--- config.mk ---
export PLATFORM = sky130hd
export DESIGN_NAME = xosera_bus_ctrl
export DESIGN_NICKNAME = d
export VERILOG_FILES = /design/src/rtl/xosera_bus_pkg.sv /design/src/rtl/xosera_sync_ff.sv /design/src/rtl/xosera_bus_ctrl.sv
export SDC_FILE = /design/constraint.sdc
export NUM_CORES = 1
export LEC_CHECK = 0
export BUFFER_PORTS_ARGS = -buffer_cell sky130_fd_sc_hd__buf_2
export CORE_MARGIN = 2
export CORE_UTILIZATION = 49
export DETAILED_ROUTE_END_ITERATION = 6
export PLACE_DENSITY = 0.78
export SYNTH_ARGS = -nofsm -noshare
export SYNTH_HDL_FRONTEND = slang
export SYNTH_SLANG_ARGS = --single-unit
export TNS_END_PERCENT = 100
--- constraint.sdc ---
create_clock -name clk -period 4.2 [get_ports clk]
set_input_delay 0.42 -clock clk [delete_from_list [all_inputs] [get_ports clk]]
set_output_delay 0.42 -clock clk [all_outputs]
set_load 0.005 [all_outputs]
--- src/rtl/xosera_bus_pkg.sv ---
// Shared types and defaults for the Xosera host-bus access controller.
package xosera_bus_pkg;

    // Default register-number width.
    localparam int REG_NUM_W_DEF = 4;

    // Bus access FSM states.
    typedef enum logic [1:0] {
        IDLE   = 2'd0,
        DECODE = 2'd1,
        RDWAIT = 2'd2,
        HOLD   = 2'd3
    } bus_state_e;

endpackage

--- src/rtl/xosera_sync_ff.sv ---
// Single-bit synchronizer chain of parameterized depth.
// Asynchronous active-low reset loads every stage with RST_VAL.
module xosera_sync_ff #(
    parameter int   DEPTH   = 2,
    parameter logic RST_VAL = 1'b1
) (
    input  logic clk,
    input  logic reset_n_i,
    input  logic d_i,
    output logic q_o
);

    logic [DEPTH-1:0] sync_q;

    // Shift the asynchronous input through the chain, stage 0 first.
    always_ff @(posedge clk or negedge reset_n_i) begin
        if (!reset_n_i) begin
            sync_q <= {DEPTH{RST_VAL}};
        end else begin
            sync_q[0] <= d_i;
            for (int i = 1; i < DEPTH; i++) begin
                sync_q[i] <= sync_q[i-1];
            end
        end
    end

    assign q_o = sync_q[DEPTH-1];

endmodule

--- src/rtl/xosera_bus_ctrl.sv ---
// Xosera host-bus access controller: synchronizes bus select, captures one
// byte access per select assertion, pairs even/odd bytes into 16-bit register
// writes and serves 16-bit register reads one byte at a time.
// Optional read path: define XOSERA_BUS_READ_EN (default build is write-only).
module xosera_bus_ctrl
    import xosera_bus_pkg::*;
#(
    parameter int SYNC_STAGES = 2,
    parameter int REG_NUM_W   = REG_NUM_W_DEF
) (
    input  logic                 clk,
    input  logic                 reset_n_i,
    input  logic                 bus_sel_n_i,
    input  logic                 bus_rd_nwr_i,
    input  logic                 bus_bytesel_i,
    input  logic [REG_NUM_W-1:0] bus_reg_num_i,
    input  logic [7:0]           bus_data_i,
    output logic [7:0]           bus_data_o,
    output logic                 reg_wr_o,
    output logic                 reg_rd_o,
    output logic [REG_NUM_W-1:0] reg_num_o,
    output logic [15:0]          reg_data_o,
    input  logic [15:0]          reg_data_i
);

    // The FSM's own state register acts as the last synchronizer stage, so the
    // dedicated chain is one flop shorter; capture then lands on edge SYNC_STAGES.
    localparam int SYNC_DEPTH = SYNC_STAGES - 1;

    logic                 sel_n_sync;
    bus_state_e           state_q, state_d;
    logic                 capture;
    logic                 wr_stb;
    logic                 cap_rd_q;
    logic                 cap_bsel_q;
    logic [REG_NUM_W-1:0] cap_num_q;
    logic [7:0]           cap_data_q;
    logic [7:0]           msb_q;
    logic [REG_NUM_W-1:0] reg_num_q;
    logic [15:0]          reg_data_q;
`ifdef XOSERA_BUS_READ_EN
    logic                 rd_stb;
    logic [15:0]          rd_latch_q;
`else
    logic                 unused_rd_data;
`endif

    xosera_sync_ff #(
        .DEPTH   (SYNC_DEPTH),
        .RST_VAL (1'b1)
    ) u_sel_sync (
        .clk       (clk),
        .reset_n_i (reset_n_i),
        .d_i       (bus_sel_n_i),
        .q_o       (sel_n_sync)
    );

    assign capture = (state_q == IDLE) && !sel_n_sync;

    // FSM state register.
    always_ff @(posedge clk or negedge reset_n_i) begin
        if (!reset_n_i) state_q <= IDLE;
        else            state_q <= state_d;
    end

    // Next-state decode and one-cycle strobes issued from DECODE.
    always_comb begin
        state_d = state_q;
        wr_stb  = 1'b0;
`ifdef XOSERA_BUS_READ_EN
        rd_stb  = 1'b0;
`endif
        case (state_q)
            IDLE: begin
                if (!sel_n_sync) state_d = DECODE;
            end
            DECODE: begin
                state_d = HOLD;
                if (!cap_rd_q) begin
                    wr_stb = cap_bsel_q;
                end
`ifdef XOSERA_BUS_READ_EN
                else if (!cap_bsel_q) begin
                    rd_stb  = 1'b1;
                    state_d = RDWAIT;
                end
`endif
            end
            RDWAIT: begin
                state_d = HOLD;
            end
            HOLD: begin
                if (sel_n_sync) state_d = IDLE;
            end
            default: state_d = IDLE;
        endcase
    end

    // Sample the unsynchronized bus inputs once, at the capture edge.
    always_ff @(posedge clk or negedge reset_n_i) begin
        if (!reset_n_i) begin
            cap_rd_q   <= 1'b0;
            cap_bsel_q <= 1'b0;
            cap_num_q  <= '0;
            cap_data_q <= 8'h00;
        end else if (capture) begin
            cap_rd_q   <= bus_rd_nwr_i;
            cap_bsel_q <= bus_bytesel_i;
            cap_num_q  <= bus_reg_num_i;
            cap_data_q <= bus_data_i;
        end
    end

    // Even-byte latch plus held copies of the last strobed index and data.
    always_ff @(posedge clk or negedge reset_n_i) begin
        if (!reset_n_i) begin
            msb_q      <= 8'h00;
            reg_num_q  <= '0;
            reg_data_q <= 16'h0000;
        end else begin
            if (state_q == DECODE && !cap_rd_q && !cap_bsel_q) begin
                msb_q <= cap_data_q;
            end
            if (wr_stb) begin
                reg_num_q  <= cap_num_q;
                reg_data_q <= {msb_q, cap_data_q};
            end
`ifdef XOSERA_BUS_READ_EN
            if (rd_stb) begin
                reg_num_q <= cap_num_q;
            end
`endif
        end
    end

    // During the strobe cycle show the new values; afterwards the held copies.
    assign reg_wr_o   = wr_stb;
    assign reg_data_o = wr_stb ? {msb_q, cap_data_q} : reg_data_q;

`ifdef XOSERA_BUS_READ_EN
    // Latch the full 16-bit word so an odd read returns the matching LSB.
    always_ff @(posedge clk or negedge reset_n_i) begin
        if (!reset_n_i)              rd_latch_q <= 16'h0000;
        else if (state_q == RDWAIT)  rd_latch_q <= reg_data_i;
    end

    assign reg_rd_o   = rd_stb;
    assign reg_num_o  = (wr_stb || rd_stb) ? cap_num_q : reg_num_q;
    assign bus_data_o = cap_bsel_q ? rd_latch_q[7:0] : rd_latch_q[15:8];
`else
    assign reg_rd_o       = 1'b0;
    assign reg_num_o      = wr_stb ? cap_num_q : reg_num_q;
    assign bus_data_o     = 8'h00;
    assign unused_rd_data = ^reg_data_i;
`endif

endmodule

* After elaboration in Yosys (flattened, before gate mapping) *
Cells that the tools add are included.

word-level totals
  bits in registers = 45
  output and inout port bits = 30
  word-level logic and storage cells = 30

cells by class
  eq/ne operators = 5
  muxes and demuxes = 7
  reductions and logical operators = 9

operators by type and width
  cell                                                                   number
  16-bit two-way mux                                                     1
  2-bit case mux with 3 select lines                                     1
  2-bit equality test, second input constant                             2
  2-bit two-way mux                                                      2
  4-bit two-way mux                                                      1
  1-bit logical AND                                                      3
  1-bit zero test                                                        3
  2-bit by 1-bit equality test with 1-bit output, second input constant  1
  2-bit zero test                                                        1
  1-bit two-way mux                                                      2
  2-bit by 1-bit != test with 1-bit output, second input constant        1
  2-bit != test, second input constant                                   1
  2-bit AND reduction                                                    1
  2-bit OR reduction                                                     1

* Longest topological paths before layout *
  word-level depth = 3
  depth in mapped cells = 6
  depth with buffers taken out = 5

* Hierarchy *
From an unflattened synthesis, not the netlist that was laid out.

unflattened totals
  cells, all modules = 116
  area total of the unflattened synthesis = 1,843.0 um2

by module, submodules not included
  module           instances  cells an instance  area each (um2)  seq. area each (um2)
  xosera_bus_ctrl  1          115                1,816.7          1,101.1
  xosera_sync_ff   1          1                  26.3             26.3

* Least setup slack after synthesis *
OpenSTA, ideal clock, no wires.

  path kind = reg2out
  start point = reg state_q[1]
  end point = out reg_data_o[15]
  data arrival time = 1,213 ps
  required time = 3,780 ps
  path slack = 2,567 ps
  stages on the path, launching flop included = 6
  path buffers = 1
  cells stage by stage = dfrtp_1 -> inv_1 -> ha_1 -> nand3b_4 -> buf_6 -> mux2_1

on the way
  word-level cells in the longest chain between the ends = 3

RTL lines
  item                                            RTL line                source
  from (decl)                                     xosera_bus_ctrl.sv:31   bus_state_e state_q, state_d;
  from (signal assigned)                          xosera_bus_ctrl.sv:63   else state_q <= state_d;
  2-bit by 1-bit equality test with 1-bit output  xosera_bus_ctrl.sv:73   case (state_q)
  1-bit two-way mux                               xosera_bus_ctrl.sv:73
  16-bit two-way mux                              xosera_bus_ctrl.sv:138  assign reg_data_o = wr_stb ? {msb_q, cap_data_q} : reg_data_q;
  to (decl)                                       xosera_bus_ctrl.sv:22   output logic [15:0] reg_data_o,

Every way passes these cells.

* Worst setup path after layout *
Ends and elaborated chain as after synthesis.

==> results.json <==
{
  "outcome": "complete, no violations",
  "drt_wl_total_um": 2959,
  "final_net_count": 192,
  "leakage_uw": 0.001034,
  "clk_pin_slew_ps": 70,
  "hold_viol": 0,
  "rsz0062_at_grt": "no",
  "critPathLaunchType": "flop",
  "grt_pass1_wl_um": 5002,
  "holdPathStages": 1,
  "cts_made_buffers": 5,
  "fin_crit_ps": 2304,
  "slew_headroom_pct": 36.79,
  "synth_compound_area_share_pct": 1.018,
  "core_um2": 3633,
  "hold_end": "u_sel_sync.q_o",
  "critical_path_buf_inv_count": 2,
  "first_iter_violations": 53,
  "synth_xor_area_share_pct": 0,
  "cap_viol_max_count": 0,
  "critPathMaxFanout": 21,
  "synth_top_family_by_area": "multiplexers",
  "grt_antenna_before_repair": 0,
  "postSynthCellCount": 116,
  "grt_usage_pct": 16.15,
  "io_pins": 63,
  "synth_area_um2": 1843,
  "diodes": 0,
  "drv_slew": 0,
  "ir_drop_mv": 0.3207,
  "design.die.area_um2": 4268,
  "cts_tree": "built",
  "port_buffers": 37,
  "ys_seq_elements": 45,
  "worst_slack_ps": 1896,
  "wl_per_cell_um": 14.43,
  "cts_root_buf": "clkbuf_8",
  "clk_path_buf_depth": 2,
  "route.antenna.remaining_nets": 0,
  "clock_latency_ps": 290,
  "power.total_uw": 1621,
  "avgSynthCellArea_um2": 15.89,
  "synth.area.mux_share_pct": 26.21,
  "grt_pass1_vias": 1050,
  "yosys.area_share.adder_pct": 2.037,
  "cts_resized": 0,
  "cts_setup_buffers": 0,
  "grt_overflow": 0,
  "grt_max_degree": 46,
  "via_per_inst": 4.917,
  "mostFrequentLayoutCell": "dfrtp_1",
  "pre_cts_slack_ps": 1976,
  "synth_simple_gate_area_share_pct": 2.987,
  "h-tree-depth": 2,
  "critPathMaxStageDelay_ps": 430,
  "via_count": 1008,
  "path_class": "flop to primary output",
  "num_rows": 22,
  "worst_hold_startpoint": "bus_sel_n_i",
  "dieHeight_um": 65.33,
  "place_hpwl_um": 2099,
  "gp_congestion": 0.7380,
  "cts_hold_buffers": 0,
  "drive_above_1_share_pct": 56.05,
  "reg2reg_slack_ps": 2000,
  "synth_cell_type_count": 19,
  "dr.pass1.iters": 4,
  "hold_class": "primary input to flop",
  "critical_path.top_delay_family": "multiplexers",
  "yosysWarnings": 0,
  "worstMarginPinSlew_ps": 946.2,
  "worstPathRequired_ps": 3780,
  "setup_viol": 0,
  "clock-sinks": 45,
  "slowest_stage": "mux2_1",
  "worstPathCellList": "inv_1 > ha_1 > nand3b_4 > mux2_1 > buf_2",
  "crit-reg2reg-launch": "state_q[0]",
  "area_growth_pct": 14.12,
  "r2r_cells": 5,
  "start_util_pct": 50.72,
  "regToRegEndpoint": "cap_num_q[3]",
  "drc": 0,
  "final_cell_mix": "dfrtp_1, mux2_2, buf_2",
  "finClkSkew_ps": 5.966,
  "final.setup.tns_ps": 0,
  "fmax_ghz": 0.4340,
  "die-width_um": 65.33,
  "worstPathArrival_ps": 1880,
  "fin_crit_sh_pct": 54.86,
  "yosysSeqAreaShare_pct": 61.17,
  "powerDensity_nw_per_um2": 770.5,
  "crit_path_end_kind": "primary output"
}
[synth_stat cells]
cell type / n / share of area [%]
nor2b_1: 1 / 0.34
dfrtp_1: 44 / 60
o21ai_0: 1 / 0.27
nand3b_4: 1 / 1.1
buf_4: 9 / 3.7
conb_1: 1 / 0.20
nor3b_4: 1 / 1.0
ha_1: 3 / 2.0
mux2_1: 1 / 0.61
buf_6: 3 / 1.8
inv_1: 3 / 0.61
a21boi_0: 1 / 0.41
a31oi_1: 1 / 0.34
mux2i_1: 1 / 0.54
dfstp_2: 1 / 1.4
mux2_2: 41 / 25
nand2b_1: 1 / 0.34
nand2_1: 1 / 0.20
buf_2: 1 / 0.27
[cell families after synthesis]
group	count (synthesis)
compound gates	3
fa+ha+maj	3
buf+inv	16
flops	45
mux	43
other cells	1
simple gates	5
[report_power, final]
| part | switching, uW | internal [uW] |
|---|---|---|
| logic | 258 | 360 |
| clock network | 135 | 118 |
| registers | 101 | 648 |
[flip-flops by register name (all words and copies together), names as in the netlist]
signal / flops
state_q: 2
cap_bsel_q: 1
reg_data_q: 16
cap_num_q: 4
cap_data_q: 8
reg_num_q: 4
cap_rd_q: 1
u_sel_sync.q_o: 1
msb_q: 8
[layout make-up]
| class | instances | area [um^2] |
|---|---|---|
| inverters | 3 | 11.26 |
| flip-flops and latches | 45 | 1127 |
| multi-input cells | 63 | 628.1 |
| repair buffers | 38 | 192.7 |
| well taps | 48 | 60.06 |
| clock buffers | 7 | 76.32 |
| fillers | 299 | 1530 |
| clock inverters | 1 | 7.507 |
[metal layers]
layer	vias up	GRT usage, %	part of all wire (%)
met5	-	0	0
met3	8	4.110	5.2
met2	31	26.40	52
li1	456	-	-
met1	513	18.85	40
met4	0	10.42	2.6
[metrics by stage]
step	cells	hold slack (ps)	instance area [um^2]	util, %
global placement	197	473.0	2019	55.58
global route	205	204.9	2103	57.89
CTS	205	217.3	2103	57.89
detailed placement	197	482.6	2019	55.58
finish	205	224.8	2103	57.89
floorplan	124	124.4	1873	-
[worst max path at each step]
stage	startpoint	depth (start not counted)	slack, ps	to
6_report	state_q[1]	5	1900	reg_data_o[15]
5_1_grt	state_q[1]	5	1750	reg_data_o[15]
4_1_cts	state_q[1]	5	1860	reg_data_o[15]
3_5_place_dp	state_q[0]	5	1980	cap_num_q[3]
3_3_place_gp	state_q[0]	5	2020	cap_bsel_q
2_1_floorplan	state_q[1]	5	2570	reg_data_o[15]
[worst reg2reg max path: cells and delay by family, from the launching register on]
kind                     cells  cell delay, ps
AND/OR/NAND/NOR              1             760
flip-flops                   1             420
multiplexers                 1             340
adder cells (fa/ha/maj)      1             190
buffers and inverters        2             380
No activity file was read; power rests on OpenSTA's default activity.
